$ cat config.mk
export PLATFORM = sky130hd
export DESIGN_NAME = jump_fsm_counter
export DESIGN_NICKNAME = d
export VERILOG_FILES = /design/src/rtl/jump_fsm_counter_pkg.sv /design/src/rtl/jump_fsm_counter_timer.sv /design/src/rtl/jump_fsm_counter.sv
export SDC_FILE = /design/constraint.sdc
export NUM_CORES = 1
export LEC_CHECK = 0
export ABC_AREA = 1
export BUFFER_PORTS_ARGS = -buffer_cell sky130_fd_sc_hd__buf_2
export CAP_MARGIN = 10
export CORE_MARGIN = 4
export CORE_UTILIZATION = 40
export CTS_CLUSTER_DIAMETER = 30
export DETAILED_ROUTE_END_ITERATION = 8
export SYNTH_ARGS = -nofsm -noshare
export SYNTH_HDL_FRONTEND = slang
export SYNTH_SLANG_ARGS = --single-unit
$ cat constraint.sdc
create_clock -name frame_clk -period 2.45 [get_ports frame_clk]
set_input_delay 0.245 -clock frame_clk [delete_from_list [all_inputs] [get_ports frame_clk]]
set_output_delay 0.245 -clock frame_clk [all_outputs]
set_load 0.05 [all_outputs]
$ cat src/rtl/jump_fsm_counter_pkg.sv
// Shared game-state encoding and keyboard keycodes for the jump controller.
package jump_pkg;

    typedef enum logic [2:0] {
        START = 3'b000,
        PLAY  = 3'b001,
        PAUSE = 3'b010
    } game_state_t;

    localparam logic [7:0] KEY_ENTER = 8'h28;
    localparam logic [7:0] KEY_P     = 8'h13;
    localparam logic [7:0] KEY_ESC   = 8'h29;

endpackage

$ cat src/rtl/jump_fsm_counter_timer.sv
// Single counter stage: clear has priority over enable, and wrap flags the
// enabled frame on which the count rolls from all-ones back to zero.
module jump_timer #(
    parameter int WIDTH = 7
) (
    input  logic             frame_clk,
    input  logic             Reset,
    input  logic             clr,
    input  logic             en,
    output logic [WIDTH-1:0] out,
    output logic             wrap
);

    logic [WIDTH-1:0] r_count;

    assign out  = r_count;
    assign wrap = en && (r_count == {WIDTH{1'b1}});

    // Count register with async reset, sync clear and enable.
    always_ff @(posedge frame_clk or posedge Reset) begin
        if (Reset) begin
            r_count <= '0;
        end else if (clr) begin
            r_count <= '0;
        end else if (en) begin
            r_count <= r_count + WIDTH'(1);
        end
    end

endmodule

$ cat src/rtl/jump_fsm_counter.sv
// Game-flow FSM (start / play / pause) driven by keyboard press events, plus a
// two-stage cascaded frame counter used as gravity acceleration.
//
//   state | meaning
//   START | title screen, waiting for ENTER
//   PLAY  | game running, counters may advance
//   PAUSE | game frozen, counters hold
module jump_fsm_counter #(
    parameter int FAST_W = 7,
    parameter int SLOW_W = 2
) (
    input  logic              frame_clk,
    input  logic              Reset,
    input  logic [7:0]        keycode,
    input  logic              jump_en,
    input  logic              jump_clr,
    output logic [2:0]        outstate,
    output logic              loadplat,
    output logic [FAST_W-1:0] jump_count,
    output logic [SLOW_W-1:0] accel
);

    import jump_pkg::*;

    // Held as a plain vector so the unused encodings stay reachable and recover.
    logic [2:0] r_state;
    logic [2:0] w_next;
    logic       r_loadplat;
    logic       w_loadplat_next;
    logic [7:0] r_key_prev;

    logic w_press_enter;
    logic w_press_p;
    logic w_press_esc;
    logic w_cnt_en;
    logic w_fast_wrap;
    logic w_slow_en;
    logic w_slow_wrap_unused;

    assign w_press_enter = (keycode == KEY_ENTER) && (r_key_prev != KEY_ENTER);
    assign w_press_p     = (keycode == KEY_P)     && (r_key_prev != KEY_P);
    assign w_press_esc   = (keycode == KEY_ESC)   && (r_key_prev != KEY_ESC);

    // Gating uses the pre-edge state, so a state change and a count update can share a frame.
    assign w_cnt_en  = jump_en && (r_state == PLAY);
    assign w_slow_en = w_fast_wrap && w_cnt_en;

    assign outstate = r_state;
    assign loadplat = r_loadplat;

    // State, reload pulse and previous-keycode registers.
    always_ff @(posedge frame_clk or posedge Reset) begin
        if (Reset) begin
            r_state    <= START;
            r_loadplat <= 1'b0;
            r_key_prev <= 8'h00;
        end else begin
            r_state    <= w_next;
            r_loadplat <= w_loadplat_next;
            r_key_prev <= keycode;
        end
    end

    // Next-state and reload-pulse decode from key press events.
    always_comb begin
        w_next          = r_state;
        w_loadplat_next = 1'b0;
        case (r_state)
            START: begin
                if (w_press_enter) begin
                    w_next          = PLAY;
                    w_loadplat_next = 1'b1;
                end
            end
            PLAY: begin
                if (w_press_p) begin
                    w_next = PAUSE;
                end else if (w_press_esc) begin
                    w_next = START;
                end
            end
            PAUSE: begin
                if (w_press_p || w_press_enter) begin
                    w_next = PLAY;
                end else if (w_press_esc) begin
                    w_next = START;
                end
            end
            default: w_next = START;
        endcase
    end

    jump_timer #(.WIDTH(FAST_W)) u_fast (
        .frame_clk (frame_clk),
        .Reset     (Reset),
        .clr       (jump_clr),
        .en        (w_cnt_en),
        .out       (jump_count),
        .wrap      (w_fast_wrap)
    );

    jump_timer #(.WIDTH(SLOW_W)) u_slow (
        .frame_clk (frame_clk),
        .Reset     (Reset),
        .clr       (jump_clr),
        .en        (w_slow_en),
        .out       (accel),
        .wrap      (w_slow_wrap_unused)
    );

endmodule

==> results of run 1 <==
==> critical path: stages, from the launching register on <==
cell	delay, ns
dfrtp_1	0.40
ha_1	0.18
nand2_1	0.08
nor2_1	0.10
nand2_1	0.09
nor2_4	0.12
nand2_2	0.07
o21ai_1	0.12
nor2_1	0.05
==> metrics by stage <==
step	util (%)	setup WS, ns
2_1_floorplan	-	0.806
3_3_place_gp	48.2	1.14
3_5_place_dp	48.2	1.14
4_1_cts	49.2	1.12
5_1_grt	49.2	0.953
6_report	49.2	1.14
==> where the power goes <==
part           total, mW  internal (mW)  switching [mW]
Clock              0.169         0.0636           0.106
Sequential         0.364          0.357         0.00663
Combinational     0.0754         0.0219          0.0535
Total              0.609          0.443           0.166
==> flip-flops by register name, summed over array words and instances, names as in the netlist <==
| register | cells |
|---|---|
| r_key_prev | 8 |
| u_fast.out | 7 |
| u_slow.out | 2 |
| loadplat | 1 |
| outstate | 3 |
==> layer usage <==
metal / routed length, µm / share of wire [%] / GRT usage (%)
met5: 0 / 0 / 0
met4: 33 / 1.7 / 4.85
met3: 103 / 5.3 / 5.04
met2: 948 / 49 / 22.6
met1: 856 / 44 / 15.7
==> cells by family after synthesis <==
family,Yosys count
xor gates and xnor gates,2
adders and majority gates,1
and+or+nand+nor,79
buffers and inverters,26
DFF,21
other,1
AOI/OAI and AO/OA,8
==> worst min path at each step <==
| stage | end | slack (ns) | cells after the start | startpoint |
|---|---|---|---|---|
| 2_1_floorplan | loadplat | 0.22 | 1 | Reset |
| 3_3_place_gp | r_key_prev[7] | 0.37 | 1 | keycode[7] |
| 3_5_place_dp | r_key_prev[7] | 0.37 | 1 | keycode[7] |
| 4_1_cts | r_key_prev[7] | 0.03 | 1 | keycode[7] |
| 5_1_grt | r_key_prev[7] | 0.02 | 1 | keycode[7] |
| 6_report | r_key_prev[7] | 0.05 | 1 | keycode[7] |
==> cells in the mapped netlist, drive strengths merged <==
| master | count |
|---|---|
| conb | 1 |
| inv | 24 |
| xor2 | 1 |
| nand3 | 7 |
| nand2 | 40 |
| a21oi | 2 |
| dfrtp | 21 |
| clkinv | 2 |
| o21ai | 6 |
| and2 | 1 |
| nor3 | 2 |
| xnor2 | 1 |
| ha | 1 |
| nor2 | 29 |
==> cell type report <==
cell class                 count  area (µm²)  area share, %
sequential                    21         526           43.1
timing repair buffer          24         120           9.85
tap                           30        37.5           3.08
clock buffer                   4        26.3           2.15
inverter                      26        98.8           8.10
multi-input combinational     91         412           33.7
==> results by group, run 1 <==
Timing
  – Final number of setup-violating endpoints: 0
  – Final min period: 1.31 ns
  – Fin Setup TNS: 0 ns
  – Fin. max-slew vios: 0
  – Max transition margin: 46.7%
  – Hold_ws: 0.0499 ns
  – Final Cycle Share: 53.7%
  – Hold Fails Final Rpt: 0
  – Worst slew pin tran: 0.799 ns
  – Clock skew: 0.00319 ns
  – Unrepaired setup endpoints after global routing: no
  – Max Freq: 761 MHz

Routing
  – Via Count: 874
  – Pre-antenna DRT Iters: 4
  – WL final: 1940 µm
  – Post-route ant nets: 0
  – Residual DRC: 0
  – Drt initial violations: 7
  – Via density: 4.46
  – DR WL/cell: 9.90 µm

Clock network
  – Clk slew on worst S/H paths: 0.11 ns
  – Hold buffers post-CTS: 0
  – Worst-Skew Late Latency: 0.31 ns
  – CTS tree: yes
  – Clock buffer depth: 2
  – CTS buffer count: 3
  – Setup Buffers After CTS: 0
  – H-tree Lvls: 1
  – Post-cts resize count: 0
  – Clock Sinks: 21
  – CTS root buffer: clkbuf_4

Logic synthesis
  – Sequential share of the synthesized area: 50.7%
  – Mux cell area share after synthesis: 0%
  – Syn_nets: 151
  – Register bit total from synthesis: 21
  – Post-synthesis compound-gate area fraction: 3.86%
  – Syn avg cell area: 7.51 µm²
  – Area share of fa/ha/maj cells after synthesis: 1.21%
  – Largest family of logic cells by synthesized area: simple AND/OR/NAND/NOR gates
  – Synth cell types: 21
  – Leading area contributor after synthesis: dfrtp_1
  – Syn Inst Count: 138
  – Synth Cell Area: 0.00104 mm²
  – Ranking of synthesized cells by area: dfrtp_1 51%, nand2_1 14%, nor2_1 9.4%
  – Area fraction in and, or, nand and nor cells after synthesis: 32.6%
  – Xor/xnor share of the synthesized area: 1.69%
  – Share of Yosys cell area claimed by the top area cell type: 50.7%
  – Yosys warns: 0

Floorplan
  – IO Pins: 25
  – Starting Density: 41.8%
  – Die height: 58.9 µm
  – Die area: 0.00347 mm²
  – Core area: 0.00248 mm²
  – Die Wd: 58.9 µm
  – Rows: 18

Power and ir drop
  – Pwr per Cell Area: 499 mW/mm²
  – Pwr Total: 0.609 mW
  – Leak: 0.693 nW
  – Max rail drop VDD: 0.406 mV

Place
  – Dpl cells: 192
  – IO buf count: 24
  – Post-detail-place hpwl: 1520 µm
  – DP Area: 0.00119 mm²
  – GP Congestion: 0.803

Cells and area
  – Commonest non-fill, non-tap cell in the layout: nand2_1
  – Area growth syn-to-layout: 17.8%
  – Share of cells above drive strength 1: 20.5%
  – Ant. Diodes: 0
  – Fin area: 0.00122 mm²
  – Final Net Count: 180
  – Fillers: 264
  – Most frequent cells in the layout: 38 x nand2_1, 26 x nor2_1, 24 x buf_2, 23 x inv_1, 21 x dfrtp_1
  – Non-Filler Instances: 196

Critical path
  – Arr. time, crit path: 1.53 ns
  – R2r worst-path depth: 8
  – Reg2reg setup slack: 1.14 ns
  – Critical path fanouts, max: 4
  – Path type of the worst setup path: flop to flop
  – Critical R2R Capture: u_slow.out[0]
  – CP Capture Type: flop
  – CP required: 2.66 ns
  – Worst Setup EP: u_slow.out[0]
  – Worst R2R Start: u_fast.out[1]
  – Startpoint class of the critical path: flop
  – CP startpoint: u_fast.out[1]

Global routing
  – Largest net degree at the start of global routing: 22
  – Global Route Usage Sum: 13.5%
  – Grt ovf: 0
  – Vias in the first global route: 875
  – Global-route wire length before repair: 3510 µm
  – Antenna violations before repair: 0

Job
  – Max cap viols: 0

Worst hold path
  – Type of the most critical hold path: primary input to flop

Status
  – Status: finished, final reports clean
(Power assumes the default switching activity.)
==> run 2, diff against run 1 <==
- clock period: 2.45 -> 1.2 ns (I/O delays scaled with it)
==> results by group, run 2 (same netlist as run 1, synthesis figures left out) <==
Routing
  – Post-route ant nets: 0 (unchanged)
  – Pre-antenna DRT Iters: 4 (unchanged)
  – WL final: 2240 µm (+16%)
  – DR WL/cell: 10.4 µm (+5.3%)
  – Via density: 4.40 (-1.4%)
  – Via Count: 945 (+8.1%)
  – Drt initial violations: 29 (+22)
  – Residual DRC: 0 (unchanged)

Global routing
  – Grt ovf: 0 (unchanged)
  – Antenna violations before repair: 0 (unchanged)
  – Vias in the first global route: 949 (+8.5%)
  – Global Route Usage Sum: 14.7% (+1.2 points)
  – Global-route wire length before repair: 3990 µm (+14%)
  – Largest net degree at the start of global routing: 22 (unchanged)

Cells and area
  – Fillers: 226 (-14%)
  – Area taken by multi-input logic gates: 479 µm² (+16%)
  – Biggest register: r_key_prev
  – Area growth syn-to-layout: 45.2%
  – Max reg flops: 8 (unchanged)
  – Share of cells above drive strength 1: 37.3% (+17 points)
  – Commonest non-fill, non-tap cell in the layout: nand2_1
  – Ant. Diodes: 0 (unchanged)
  – Most frequent cells in the layout: 32 x nand2_1, 22 x nor2_1, 21 x inv_1, 16 x buf_2, 13 x dfrtp_1
  – Register Area: 536 µm² (+1.9%)
  – Final core utilization: 60.7% (+11 points)
  – Final Net Count: 199 (+11%)

Critical path
  – Path type of the worst setup path: flop to flop
  – Arr. time, crit path: 1.46 ns (-0.07 ns)
  – Critical path fanouts, max: 3 (-1)
  – CP Capture Type: flop
  – R2r worst-path depth: 9 (+1)
  – Startpoint class of the critical path: flop
  – CP required: 1.40 ns (-1.26 ns)

Worst hold path
  – Cell count of the worst hold path: 1 (unchanged)
  – Type of the most critical hold path: primary input to flop

Timing
  – Hold_ws: 0.0548 ns (+0.00493 ns)
  – Max Freq: 793 MHz (+4.3%)
  – Hold Fails Final Rpt: 0 (unchanged)
  – Fin Setup TNS: -0.213 ns (-0.213 ns)
  – Final WS setup: -0.0611 ns (-1.20 ns)
  – Final number of setup-violating endpoints: 6 (+6)
  – Final Cycle Share: 105% (+51 points)
  – Clock skew: 0.00318 ns (-0.0000142 ns)
  – Unrepaired setup endpoints after global routing: yes
  – Fin. max-slew vios: 0 (unchanged)
  – Final min period: 1.26 ns (-0.0538 ns)

Power and ir drop
  – Flop pwr share: 57.1% (-2.7 points)
  – Pwr Total: 1.31 mW (+120%)
  – Psw: 0.367 mW (+120%)
  – Pint: 0.943 mW (+110%)
  – Leak: 0.804 nW (+16%)
  – Sw Ratio: 28.0% (+0.75 points)
  – Logic pwr share: 16.5% (+4.1 points)
  – Clock network power share: 26.4% (-1.4 points)
  – Max rail drop VDD: 0.517 mV (+27%)
  – Pwr per Cell Area: 871 mW/mm² (+75%)

Place
  – GP Congestion: 0.776 (-3.4%)
  – IO buf count: 24 (unchanged)
  – Post-detail-place hpwl: 1620 µm (+6.6%)

Clock network
  – Worst-Skew Late Latency: 0.30 ns (about the same)
  – Clock buffer depth: 2 (unchanged)
  – Clock Sinks: 21 (unchanged)
  – H-tree Lvls: 1 (unchanged)
  – CTS buffer count: 3 (unchanged)
  – CTS root buffer: clkbuf_4
  – CTS tree: yes
  – Clk slew on worst S/H paths: 0.12 ns (about the same)

Status
  – Failing checks: setup timing
  – Status: finished with violations

Floorplan
  – Rows: 18 (unchanged)
  – Starting Density: 41.8% (unchanged)
  – Die height: 58.9 µm (unchanged)
  – Die Wd: 58.9 µm (unchanged)
  – Core area: 0.00248 mm² (unchanged)
  – IO Pins: 25 (unchanged)
  – Die area: 0.00347 mm² (unchanged)

Job
  – Max cap viols: 0 (unchanged)
## run 2: power groups by stage
stage,logic (mW),clock network [mW],registers (mW)
2_1_floorplan,0.0800,0,0.787
3_3_place_gp,0.170,0,0.758
3_5_place_dp,0.174,0,0.759
4_1_cts,0.208,0.361,0.746
5_1_grt,0.239,0.389,0.751
6_report,0.216,0.346,0.748
## run 2: critical path, stage by stage (launching register included)
cell	delay, ns
dfrtp_2	0.45
ha_4	0.17
nand2_2	0.07
nor2_1	0.04
nand2_1	0.10
nor2_4	0.05
nand2_2	0.08
clkinv_2	0.08
nand3_1	0.07
nand2_1	0.06
## run 2: through the flow
stage,cell area (µm²),setup slack [ns],std cells
3_5_place_dp,1290,-0.0864,201
3_3_place_gp,1290,-0.0288,201
2_1_floorplan,1070,-0.203,138
6_report,1500,-0.0611,215
4_1_cts,1460,-0.0760,217
5_1_grt,1500,-0.172,215
## run 2: layer usage
metal  global-route usage (%)  up-vias  part of all wire (%)
li1                         -      499                     -
met1                     19.7      427                    46
met2                     24.4       17                    50
met3                     2.19        2                   3.0
met4                     4.53        0                  0.58
met5                        0        -                     0
## run 2: layout make-up
class | instances | area share [%]
clock buffers | 3 | 1.50
clock inverters | 1 | 0.333
inverters | 26 | 6.57
multi-input cells | 91 | 31.9
flip-flops and latches | 21 | 35.6
well taps | 30 | 2.50
repair buffers | 43 | 21.6
## run 2: path summary, 6_finish.rpt
| check | start | end | slack (ns) |
|---|---|---|---|
| max in group asynchronous | Reset | outstate[1] | 0.59 |
| worst min register to register | u_fast.out[4] | u_fast.out[4] | 0.55 |
| worst max-delay path | u_fast.out[1] | u_slow.out[1] | -0.06 |
| worst max register to register | u_fast.out[1] | u_slow.out[1] | -0.06 |
| worst min-delay path | keycode[5] | r_key_prev[5] | 0.05 |
| min in group asynchronous | Reset | r_key_prev[2] | 0.37 |
## run 2: timing repair
action / CTS / global route
hold buffers: 9 / 0
buffers inserted: 3 / 0
resized for setup: 7 / 20
cloned: 0 / 0
pin swaps: 4 / 13
hold endpoints to repair: 29 / 0
setup endpoints to repair: 8 / 17
==> run 3, diff against run 2 <==
- ABC_AREA: 1 -> default
- PLACE_DENSITY: default -> 0.66
- SYNTH_HIERARCHICAL: default -> 1
==> results by group, run 3 <==
Worst hold path
  – Type of the most critical hold path: primary input to flop

Cells and area
  – Most frequent cells in the layout: 19 x buf_4, 18 x dfrtp_1, 15 x buf_2, 10 x nor2_1, 8 x dlygate4sd3_1
  – Fillers: 175 (-23%)
  – Final Net Count: 148 (-26%)
  – Register Area: 529 µm² (-1.2%)
  – Area growth syn-to-layout: 58.4%
  – Fin area: 0.00148 mm² (-1.7%)
  – Final core utilization: 66.9% (+6.1 points)
  – Max reg flops: 8 (unchanged)
  – Area taken by multi-input logic gates: 493 µm² (+2.9%)
  – Share of cells above drive strength 1: 51.9% (+15 points)
  – Ant. Diodes: 0 (unchanged)
  – Commonest non-fill, non-tap cell in the layout: buf_4
  – Non-Filler Instances: 161 (-25%)
  – Biggest register: r_key_prev

Routing
  – Residual DRC: 0 (unchanged)
  – Via Count: 788 (-17%)
  – WL final: 2170 µm (-3.1%)
  – DR WL/cell: 13.5 µm (+29%)
  – Pre-antenna DRT Iters: 4 (unchanged)
  – Drt initial violations: 23 (-21%)
  – Post-route ant nets: 0 (unchanged)
  – Via density: 4.89 (+11%)

Job
  – Max cap viols: 0 (unchanged)

Critical path
  – CP Capture Type: flop
  – Delay-heaviest family, CP: simple AND/OR/NAND/NOR gates
  – Buffers & Inverters on Critical Path: 1 (unchanged)
  – Path type of the worst setup path: flop to flop
  – CP required: 1.39 ns (about the same)
  – Max stage delay on crit path: 0.44 ns (about the same)
  – Critical Path Slowest Stage Cell: dfrtp_2
  – Startpoint class of the critical path: flop
  – Critical path fanouts, max: 2 (-1)
  – Arr. time, crit path: 1.77 ns (+0.31 ns)
  – Crit-path cells: nor2b_4, and3b_2, nand4_1, nor2_2, and2_1, and2_4, buf_4, xnor2_2, nor2_1

Logic synthesis
  – Syn_nets: 95 (-37%)
  – Syn avg cell area: 11.5 µm² (+53%)
  – Yosys warns: 6 (+6)
  – Synth Cell Area: 933 µm² (-9.9%)
  – Syn Inst Count: 81 (-41%)

Place
  – Setup WS pre-CTS: -0.371 ns (-0.284 ns)
  – Post-detail-place hpwl: 1560 µm (-3.7%)
  – GP Congestion: 0.761 (-1.9%)
  – DP Area: 0.00124 mm² (-4.1%)
  – IO buf count: 24 (unchanged)
  – Dpl cells: 147 (-27%)

Floorplan
  – IO Pins: 25 (unchanged)
  – Die area: 0.00317 mm² (-8.6%)
  – Starting Density: 42.2% (+0.38 points)
  – Core area: 0.00221 mm² (-11%)
  – Die Wd: 56.3 µm (-4.4%)
  – Rows: 17 (-1)
  – Die height: 56.3 µm (-4.4%)

Power and ir drop
  – Pwr per Cell Area: 807 mW/mm² (-7.4%)
  – Max rail drop VDD: 0.783 mV (+51%)
  – Leak: 0.693 nW (-14%)

Global routing
  – Vias in the first global route: 842 (-11%)
  – Global Route Usage Sum: 14.3% (-0.43 points)
  – Antenna violations before repair: 0 (unchanged)
  – Grt ovf: 0 (unchanged)
  – Largest net degree at the start of global routing: 14 (-36%)
  – Global-route wire length before repair: 3540 µm (-11%)

Timing
  – Final WS setup: -0.373 ns (-0.312 ns)
  – Final Cycle Share: 131% (+26 points)
  – Unrepaired setup endpoints after global routing: yes
  – Final number of setup-violating endpoints: 12 (+6)
  – Fin. max-slew vios: 0 (unchanged)
  – Hold Fails Final Rpt: 0 (unchanged)
  – Max Freq: 636 MHz (-20%)
  – Final min period: 1.57 ns (+0.312 ns)
  – Clock skew: 0.0134 ns (+0.0102 ns)

Status
  – Status: finished with violations
  – Failing checks: setup timing

Clock network
  – CTS tree: yes
  – H-tree Lvls: 1 (unchanged)
  – CTS buffer count: 3 (unchanged)
  – Worst-Skew Late Latency: 0.31 ns (about the same)
  – Clk slew on worst S/H paths: 0.13 ns (about the same)
  – CTS root buffer: clkbuf_4
  – Clock buffer depth: 2 (unchanged)
  – Clock Sinks: 21 (unchanged)
## run 3: through the flow
stage | hold slack [ns] | setup TNS (ns) | power (mW)
floorplan | -0.139 | -3.28 | 0.789
global placement | -0.00803 | -1.86 | 0.829
detailed placement | 0.000856 | -2.13 | 0.833
CTS | 0.0114 | -2.51 | 1.20
global route | 0.0153 | -3.25 | 1.24
finish | 0.0235 | -2.10 | 1.19
## run 3: worst paths after layout
check / cells past startpoint / start / slack (ns) / endpoint
min reg2reg: 2 / outstate[2] / 0.55 / outstate[0]
max in group asynchronous: 3 / Reset / 0.47 / outstate[0]
min: 2 / keycode[2] / 0.02 / r_key_prev[2]
min in group asynchronous: 3 / Reset / 0.23 / u_slow/out[1]
max: 9 / outstate[1] / -0.37 / u_slow/out[0]
max reg2reg: 9 / outstate[1] / -0.37 / u_slow/out[0]
## run 3: power by group
group          internal, mW  total, mW  switching (mW)
logic                0.0553      0.107          0.0517
clock network         0.127      0.348           0.221
registers             0.723      0.738          0.0147
total                 0.906       1.19           0.288
## run 3: area by class of cell
class                           instances  area share (%)
Clock buffer                            3            1.52
Clock inverter                          1           0.508
Inverter                                3           0.761
Tap cell                               28            2.37
Sequential cell                        21            35.8
Timing Repair Buffer                   49            25.7
Multi-Input combinational cell         56            33.3
## run 3: what timing repair did
item                                    CTS  global route
gates resized for setup                  11            22
hold buffers                              8             0
hold endpoints to repair                 28             0
pin swaps                                13             5
endpoints found under the setup margin   15            21
buffers inserted                          3             3
## run 3: layer usage
metal	share of wire [%]	track usage, %	up-vias
li1	-	-	381
met1	38	16.5	382
met2	55	25.4	21
met3	5.1	2.53	4
met4	1.5	6.78	0
met5	0	0	-
